### src/rtl/adc_integ_pkg.sv
// Shared constants and FSM state encoding for the ADC pulse integrator.
package adc_integ_pkg;

  localparam int SAMPLE_W   = 16;
  localparam int SAMPLES    = 8;
  localparam int BEAT_SUM_W = SAMPLE_W + 3;

  typedef enum logic [2:0] {
    IDLE  = 3'd0,
    DELAY = 3'd1,
    INTEG = 3'd2,
    DRAIN = 3'd3,
    HOLD  = 3'd4
  } state_t;

endpackage

### src/rtl/adc_beat_adder.sv
// Sums the eight signed samples of one ADC beat into a registered 19-bit result,
// with a valid bit travelling alongside so the accumulator knows what to add.
module adc_beat_adder
  import adc_integ_pkg::*;
(
  input  logic                         clk,
  input  logic                         rst,
  input  logic [SAMPLES*SAMPLE_W-1:0]  data,
  input  logic                         in_valid,
  output logic signed [BEAT_SUM_W-1:0] sum,
  output logic                         out_valid
);

  logic signed [BEAT_SUM_W-1:0] sum_s;
  logic signed [BEAT_SUM_W-1:0] sum_r;
  logic                         valid_r;

  // Sign-extend every sample to the beat-sum width and add them up.
  always_comb begin
    sum_s = {BEAT_SUM_W{1'b0}};
    for (int i = 0; i < SAMPLES; i++) begin
      sum_s = sum_s + {{(BEAT_SUM_W-SAMPLE_W){data[i*SAMPLE_W+SAMPLE_W-1]}},
                       data[i*SAMPLE_W +: SAMPLE_W]};
    end
  end

  // Single pipeline stage: capture the sum only for beats that are integrated.
  always_ff @(posedge clk) begin
    if (!rst) begin
      sum_r   <= {BEAT_SUM_W{1'b0}};
      valid_r <= 1'b0;
    end else begin
      valid_r <= in_valid;
      if (in_valid) begin
        sum_r <= sum_s;
      end else begin
        sum_r <= sum_r;
      end
    end
  end

  assign sum       = sum_r;
  assign out_valid = valid_r;

endmodule

### src/rtl/adc_pulse_integrator.sv
// Integrates a triggered window of ADC beats into one signed result per pulse,
// delivered on an AXI-Stream that holds the result until it is accepted.
module adc_pulse_integrator #(
  parameter int SAMPLES  = adc_integ_pkg::SAMPLES,
  parameter int SAMPLE_W = adc_integ_pkg::SAMPLE_W,
  parameter int CNT_W    = 8,
  parameter int ACC_W    = 32
) (
  input  logic                        clk,
  input  logic                        rst,
  input  logic                        trig,
  input  logic [CNT_W-1:0]            delay_beats,
  input  logic [CNT_W-1:0]            win_len,
  input  logic [SAMPLES*SAMPLE_W-1:0] s_axis_tdata,
  input  logic                        s_axis_tvalid,
  output logic                        s_axis_tready,
  output logic [ACC_W-1:0]            m_axis_tdata,
  output logic                        m_axis_tvalid,
  input  logic                        m_axis_tready,
  output logic                        busy,
  output logic                        overrun
);

  import adc_integ_pkg::*;

  localparam logic [CNT_W-1:0] CNT_ZERO = {CNT_W{1'b0}};
  localparam logic [CNT_W-1:0] CNT_ONE  = {{(CNT_W-1){1'b0}}, 1'b1};

  state_t                        state_r;
  state_t                        next_state_s;
  logic [CNT_W-1:0]              cnt_r;
  logic [CNT_W-1:0]              delay_r;
  logic [CNT_W-1:0]              win_r;
  logic signed [ACC_W-1:0]       acc_r;
  logic [ACC_W-1:0]              tdata_r;
  logic                          tvalid_r;
  logic                          busy_r;
  logic                          overrun_r;
  logic                          tready_r;
  logic                          adder_in_valid_s;
  logic                          integ_entry_s;
  logic                          load_result_s;
  logic signed [BEAT_SUM_W-1:0]  beat_sum_s;
  logic                          beat_valid_s;

  adc_beat_adder u_beat_adder (
    .clk       (clk),
    .rst       (rst),
    .data      (s_axis_tdata),
    .in_valid  (adder_in_valid_s),
    .sum       (beat_sum_s),
    .out_valid (beat_valid_s)
  );

  // State register.
  always_ff @(posedge clk) begin
    if (!rst) begin
      state_r <= IDLE;
    end else begin
      state_r <= next_state_s;
    end
  end

  // Next-state logic; only valid beats advance DELAY and INTEG.
  always_comb begin
    next_state_s = state_r;
    case (state_r)
      IDLE: begin
        if (trig) begin
          next_state_s = (delay_beats == CNT_ZERO) ? INTEG : DELAY;
        end else begin
          next_state_s = IDLE;
        end
      end
      DELAY: begin
        if (s_axis_tvalid && (cnt_r == delay_r - CNT_ONE)) begin
          next_state_s = INTEG;
        end else begin
          next_state_s = DELAY;
        end
      end
      INTEG: begin
        if (s_axis_tvalid && (cnt_r == win_r - CNT_ONE)) begin
          next_state_s = DRAIN;
        end else begin
          next_state_s = INTEG;
        end
      end
      DRAIN: begin
        if (!beat_valid_s) begin
          next_state_s = HOLD;
        end else begin
          next_state_s = DRAIN;
        end
      end
      HOLD: begin
        if (m_axis_tready) begin
          next_state_s = IDLE;
        end else begin
          next_state_s = HOLD;
        end
      end
      default: next_state_s = IDLE;
    endcase
  end

  // Output decode: datapath strobes derived from the current and next state.
  always_comb begin
    adder_in_valid_s = 1'b0;
    integ_entry_s    = 1'b0;
    load_result_s    = 1'b0;
    case (state_r)
      INTEG:   adder_in_valid_s = s_axis_tvalid;
      DRAIN:   load_result_s    = (next_state_s == HOLD);
      default: adder_in_valid_s = 1'b0;
    endcase
    if ((state_r != INTEG) && (next_state_s == INTEG)) begin
      integ_entry_s = 1'b1;
    end else begin
      integ_entry_s = 1'b0;
    end
  end

  // Window parameters are latched on an accepted trigger; the counter restarts per phase.
  always_ff @(posedge clk) begin
    if (!rst) begin
      cnt_r   <= CNT_ZERO;
      delay_r <= CNT_ZERO;
      win_r   <= CNT_ZERO;
    end else begin
      case (state_r)
        IDLE: begin
          if (trig) begin
            delay_r <= delay_beats;
            win_r   <= (win_len == CNT_ZERO) ? CNT_ONE : win_len;
            cnt_r   <= CNT_ZERO;
          end
        end
        DELAY, INTEG: begin
          if (s_axis_tvalid) begin
            cnt_r <= (next_state_s != state_r) ? CNT_ZERO : cnt_r + CNT_ONE;
          end
        end
        default: cnt_r <= CNT_ZERO;
      endcase
    end
  end

  // Accumulator: cleared on entry to INTEG, adds each registered beat sum.
  always_ff @(posedge clk) begin
    if (!rst) begin
      acc_r <= {ACC_W{1'b0}};
    end else if (integ_entry_s) begin
      acc_r <= {ACC_W{1'b0}};
    end else if (beat_valid_s) begin
      acc_r <= acc_r + {{(ACC_W-BEAT_SUM_W){beat_sum_s[BEAT_SUM_W-1]}}, beat_sum_s};
    end else begin
      acc_r <= acc_r;
    end
  end

  // Registered stream outputs and status flags.
  always_ff @(posedge clk) begin
    if (!rst) begin
      tdata_r   <= {ACC_W{1'b0}};
      tvalid_r  <= 1'b0;
      busy_r    <= 1'b0;
      overrun_r <= 1'b0;
      tready_r  <= 1'b0;
    end else begin
      tready_r  <= 1'b1;
      busy_r    <= (next_state_s != IDLE);
      overrun_r <= overrun_r | (trig && (state_r != IDLE));
      if (load_result_s) begin
        tdata_r  <= acc_r;
        tvalid_r <= 1'b1;
      end else if ((state_r == HOLD) && m_axis_tready) begin
        tvalid_r <= 1'b0;
      end else begin
        tvalid_r <= tvalid_r;
      end
    end
  end

  assign s_axis_tready = tready_r;
  assign m_axis_tdata  = tdata_r;
  assign m_axis_tvalid = tvalid_r;
  assign busy          = busy_r;
  assign overrun       = overrun_r;

endmodule

### config.mk
export PLATFORM = sky130hd
export DESIGN_NAME = adc_pulse_integrator
export DESIGN_NICKNAME = d
export VERILOG_FILES = /design/src/rtl/adc_integ_pkg.sv /design/src/rtl/adc_beat_adder.sv /design/src/rtl/adc_pulse_integrator.sv
export SDC_FILE = /design/constraint.sdc
export NUM_CORES = 1
export LEC_CHECK = 0
export CORE_MARGIN = 2
export CORE_UTILIZATION = 45
export DETAILED_ROUTE_END_ITERATION = 6
export DONT_BUFFER_PORTS = 1
export SETUP_SLACK_MARGIN = 0.15
export SLEW_MARGIN = 5
export SYNTH_ARGS = -nofsm -noshare
export SYNTH_HDL_FRONTEND = slang
export SYNTH_SLANG_ARGS = --single-unit
### constraint.sdc
create_clock -name clk -period 5.6 [get_ports clk]
set_clock_uncertainty 0.05 [all_clocks]
set_input_delay 0.28 -clock clk [delete_from_list [all_inputs] [get_ports clk]]
set_output_delay 0.28 -clock clk [all_outputs]
set_load 0.05 [all_outputs]
# Word level (Yosys, flattened, before mapping)
# Cells that the tools add are included.
[classes] eq_ne=12 reduce_logical=15 order_cmp=0 mul=0 mux=18 div=0 n_addsub=11 n_bitwise=2 n_shift=0
[op_table] cell="adder 19 bit" n=6
[op_table] cell="adder 32 bit" n=1
[op_table] cell="two-way mux 8 bit" n=4
[op_table] cell="adder 16 x 16 -> 17 bit" n=1
[op_table] cell="equality test 8 bit" n=2
[op_table] cell="logical NOT 8 bit" n=2
[op_table] cell="case mux 8 bit (2 select lines)" n=1
[op_table] cell="subtractor 8 x 1 -> 8 bit, second input constant" n=2
[op_table] cell="case mux 3 bit (5 select lines)" n=1
[op_table] cell="equality test 3 x 2 -> 1 bit, second input constant" n=3
[op_table] cell="adder 8 x 1 -> 8 bit, second input constant" n=1
[op_table] cell="two-way mux 1 bit" n=7
[op_table] cell="equality test 3 bit, second input constant" n=2
[op_table] cell="two-way mux 2 bit" n=3
[op_table] cell="two-way mux 3 bit" n=2
[op_table] cell="nonzero test 3 bit" n=2
[op_table] cell="logical AND 1 bit" n=5
[op_table] cell="!= test 2 bit, second input constant" n=2
[op_table] cell="AND reduction 2 bit" n=2
[op_table] cell="OR reduction 2 bit" n=2
[op_table] cell="equality test 3 x 1 -> 1 bit, second input constant" n=1
[op_table] cell="logical NOT 3 bit" n=1
[op_table] cell="!= test 3 x 2 -> 1 bit, second input constant" n=1
[op_table] cell="!= test 3 bit" n=1
[op_table] cell="3 further kinds" n=3
[totals] output_inout_bits=36 mem_bits_ro=0 latchBits=0 n_memories=0 ramBits=0 reg_bits=115

# Longest topological paths before layout
[depth] word_depth=9 depth_mapped=21 ltp_nobuf=21

# Cells and area by module
# Synthesis repeated with hierarchy kept, for this count alone.
[hier_totals] hier_cells=1172 area_unflattened_um2=10024.6
[by_module_without_submodules] mod="adc_pulse_integrator" area_each_um2=5641.7 cells_each=694 n_inst=1
[by_module_without_submodules] mod="adc_beat_adder" area_each_um2=4383.0 cells_each=478 n_inst=1

# Least setup slack after synthesis
# Ideal clock, no wire load.
[synth_timing] path_kind="input to register" start="input s_axis_tdata[35]" end="register u_beat_adder.sum_r[17] (netlist: u_beat_adder.sum[17])" required_ps=5427 path_slack_ps=814 path_stages=18 n_path_buf=0 arrival_time_ps=4613 path_cell_list="inv_1 > fa_1 > inv_1 > fa_1 > fa_1 > inv_1 > fa_1 > inv_1 > ha_1 > nor2b_1 > o21a_1 > o21ai_0 > a21oi_1 > o41ai_1 > o221ai_1 > nor4_1 > or3_1 > nand3_1"
[synth_between] elab_chain_len=6
[synth_rtl] item="from (decl)" line="adc_pulse_integrator.sv:14" rtl="input logic [SAMPLES*SAMPLE_W-1:0] s_axis_tdata,"
[synth_rtl] item="adder 19 bit (6 in a row)" line="adc_beat_adder.sv:22" rtl="sum_s = sum_s + {{(BEAT_SUM_W-SAMPLE_W){data[i*SAMPLE_W+SAMPLE_W-1]}},"
[synth_rtl] item="to (signal assigned)" line="adc_beat_adder.sv:30" rtl="sum_r <= {BEAT_SUM_W{1'b0}};"
[synth_rtl] item="to (signal assigned)" line="adc_beat_adder.sv:35" rtl="sum_r <= sum_s;"
[synth_rtl] item="to (signal assigned)" line="adc_beat_adder.sv:37" rtl="sum_r <= sum_r;"
[synth_rtl] item="to (decl)" line="adc_beat_adder.sv:15" rtl="logic signed [BEAT_SUM_W-1:0] sum_r;"
# Every way passes these cells.
# A chain may end at the register's enable or synchronous reset.

# Worst setup path after layout
# Ends and elaborated chain as after synthesis.

==> results.json <==
{
  "area_growth_pct": 9.363,
  "pin_count": 185,
  "cts_tree": "done",
  "synth_top_family_by_area": "adder cells",
  "seq_area_um2": 2302,
  "netlist_instances": 1230,
  "p_clk_share_pct": 25.2,
  "antenna_found_initial": 0,
  "syn_avg_cell_area_um2": 8.257,
  "ys.flop_type": "dfxtp_1",
  "first_pass_iters": 5,
  "fin_hold_ws_ns": 0.02252,
  "cts.clk_slew.worst_paths_ns": 0.05,
  "ys_warn_count": 0,
  "synthesis.nets": 1533,
  "startpoint": "s_axis_tdata[35]",
  "rr_worst_depth": 8,
  "maxSlewHeadroom_pct": 44.03,
  "synth_common_cells": "inv_1 (199), nand2_1 (162), dfxtp_1 (115)",
  "htree_levels": 4,
  "status": "complete, no violations",
  "fmax_mhz": 208.2,
  "rsz0062_at_grt": "false",
  "dieArea_um2": 23790,
  "grt_pass1_vias": 7671,
  "max_cap_violations": 0,
  "overflow": 0,
  "setup_slack_ns": 0.7958,
  "setup-tns-final_ns": 0,
  "endpoint_kind": "register",
  "row_count": 54,
  "worstPathCellList": "inv_1, fa_1, inv_1, fa_1, fa_1, inv_1, fa_1, inv_1, ha_1, nor2b_1, o21a_1, o21ai_0, a21oi_1, o41ai_1, o221ai_1, nor4_1, o2111ai_1, nand3_1",
  "cp_top_family": "adder cells",
  "synth_adder_area_share_pct": 25.18,
  "synth_compound_gate_area_share_pct": 18.87,
  "async_flop_share_pct": 0,
  "cp_data_arrival_time_ns": 5.10,
  "synth_area_leader_cell": "dfxtp_1",
  "p_per_area_nw_per_um2": 387.1,
  "synthTopCellsByArea": "dfxtp_1 (23%), fa_1 (17%), ha_1 (8.6%)",
  "n_antenna_cell": 0,
  "yosysSeqAreaShare_pct": 22.67,
  "seqPwrFrac_pct": 21.4,
  "final_util_pct": 50.58,
  "worstSkewPairLatency_ns": 0.42,
  "synth_top_area_share_pct": 22.67,
  "dr_total_vias": 7963,
  "wl_per_cell_um": 14.02,
  "tightest_slew_ns": 0.8372,
  "cts_sinks": 115,
  "cp.depth": 18,
  "die_w_um": 154.2,
  "netSwitchingFraction_pct": 40.71,
  "synth_edf_count": 0,
  "drive_above_1_share_pct": 4.915,
  "antenna_left": 0,
  "max_stage_delay_ns": 0.54,
  "min_path_type": "input port to register",
  "yosysMostFrequentCell": "inv_1",
  "worstPathRequired_ns": 5.90,
  "p_leak_nw": 5.106,
  "grt_pass1_wl_mm": 35.91,
  "hpwlAfterDp_mm": 16.44,
  "synth_xor_area_share_pct": 5.679,
  "yosys_register_bits": 115,
  "combPwrFrac_pct": 53.4,
  "yosys.area_share.simple_pct": 16.11,
  "irDropWorstVdd_v": 0.0002122,
  "grt_max_degree": 76,
  "die_height_um": 154.2,
  "globalRouteTotalUtil_pct": 18.31,
  "multiInputGateArea_um2": 6904,
  "initial_core_util_pct": 46.25,
  "gp_congestion": 0.8479,
  "rr_endpoint": "cnt_r[6]",
  "fill_cells": 2119,
  "endpoint": "u_beat_adder.sum[17]",
  "regToRegStartpoint": "u_beat_adder.out_valid",
  "cts_setup_buffers": 0,
  "critPathLaunchType": "input port",
  "clock_tree.root_cell": "clkbuf_16",
  "drc_errors": 0,
  "switching_power_mw": 1.751,
  "timing.final.crit_period_ns": 4.804,
  "portBuffers": 0,
  "numCtsBuffers": 17,
  "finalSetupViolations": 0,
  "critical_path_class": "input port to register",
  "pre_cts_slack_ns": 0.3656,
  "drv_slew": 0,
  "nets": 1531,
  "critPathSlowestCell": "fa_1",
  "drt-total-wl_mm": 21.33,
  "muxShareOfSynthArea_pct": 2.107,
  "vias_per_cell": 5.235,
  "syn_area_um2": 10160,
  "core_um2": 21960,
  "worst-path-max-fanout": 4,
  "clockBufferDepth": 2,
  "crit_buf_inv": 4,
  "rrSetupSlack_ns": 2.49,
  "internal-power_mw": 2.549,
  "drt_iter0_markers": 351,
  "ys_types": 74,
  "finalCritPeriodShare_pct": 85.79,
  "finalHoldViolCount": 0
}
## state kept, by name, summed over array words and instances (netlist names)
register / cells
u_beat_adder.out_valid: 1
m_axis_tvalid: 1
busy: 1
u_beat_adder.sum: 19
win_r: 8
overrun: 1
acc_r: 32
s_axis_tready: 1
cnt_r: 8
m_axis_tdata: 32
state_r: 3
delay_r: 8
## placed cells by master, fill, tap and decap left out, drive strengths merged, types with 7 or more instances in the layout
master	instances
inv	202
nand2	162
dfxtp	115
fa	84
ha	70
nor2	63
a21oi	60
a21boi	55
o21ai	43
xnor2	36
a21o	33
xor2	29
nor3	22
nand3	21
mux2i	18
a31oi	18
clkbuf	18
and2	15
dlygate4sd3	15
o21a	13
nand2b	9
or3	9
a211oi	9
nor2b	7
a211o	7
o31ai	7
## area by class of cell
class                      instances  share of cell area (%)
multi-input combinational        874                   62.16
sequential                       115                   20.73
inverter                         200                   6.759
clock buffer                      18                   3.954
tap                              280                   3.154
timing repair buffer              20                   1.870
clock inverter                    14                   1.374
## worst reg2reg max path: cells and delay by family (launching register included)
family	cells	cell delay [ns]
DFF	1	0.30
buffers and inverters	2	1.23
and+or+nand+nor	2	0.32
AOI/OAI and AO/OA	4	1.11
## power by group through the flow
stage               combinational, mW  sequential, mW  clock, mW
CTS                              2.33           0.918       1.11
global route                     2.64           0.923       1.15
global placement                 2.28           0.935          0
floorplan                        1.88           0.912          0
detailed placement               2.30           0.935          0
finish                           2.30           0.918       1.08
## how the worst min path moves through the flow
stage          startpoint                   end  slack, ns  cells after the start
2_1_floorplan         rst         s_axis_tready       0.26                      0
3_3_place_gp          rst         s_axis_tready       0.26                      0
3_5_place_dp          rst         s_axis_tready       0.26                      0
4_1_cts               rst  u_beat_adder.sum[17]      0.003                      2
5_1_grt               rst  u_beat_adder.sum[17]       0.02                      2
6_report              rst  u_beat_adder.sum[17]       0.02                      2
## cell families (layout without fill, tap and decap cells)
family          after synthesis  count (layout)
xor+xnor                     65              65
mux                          21              21
compound gates              284             284
flops                       115             115
buf+inv                     241             252
simple gates                350             350
fa+ha+maj                   154             154
## metrics by stage
step	cell area (µm²)	power, mW	cells
after floorplan	10160	2.796	1230
after global placement	10340	3.220	1473
after detailed placement	10340	3.236	1473
after CTS	11110	4.365	1521
after global routing	11110	4.713	1521
final	11110	4.300	1521
## layer usage
metal | part of all wire [%] | global-route usage (%) | vias to the layer above
met2 | 46 | 29.75 | 177
met1 | 48 | 24.73 | 3706
li1 | - | - | 4066
met3 | 4.4 | 4.147 | 14
met4 | 1.2 | 4.806 | 0
met5 | 0 | 0 | -
## timing repair
action,CTS,global route
hold buffers,16,0
gates resized for setup,0,0
hold endpoints to repair,74,0
(Power assumes the default switching activity.)
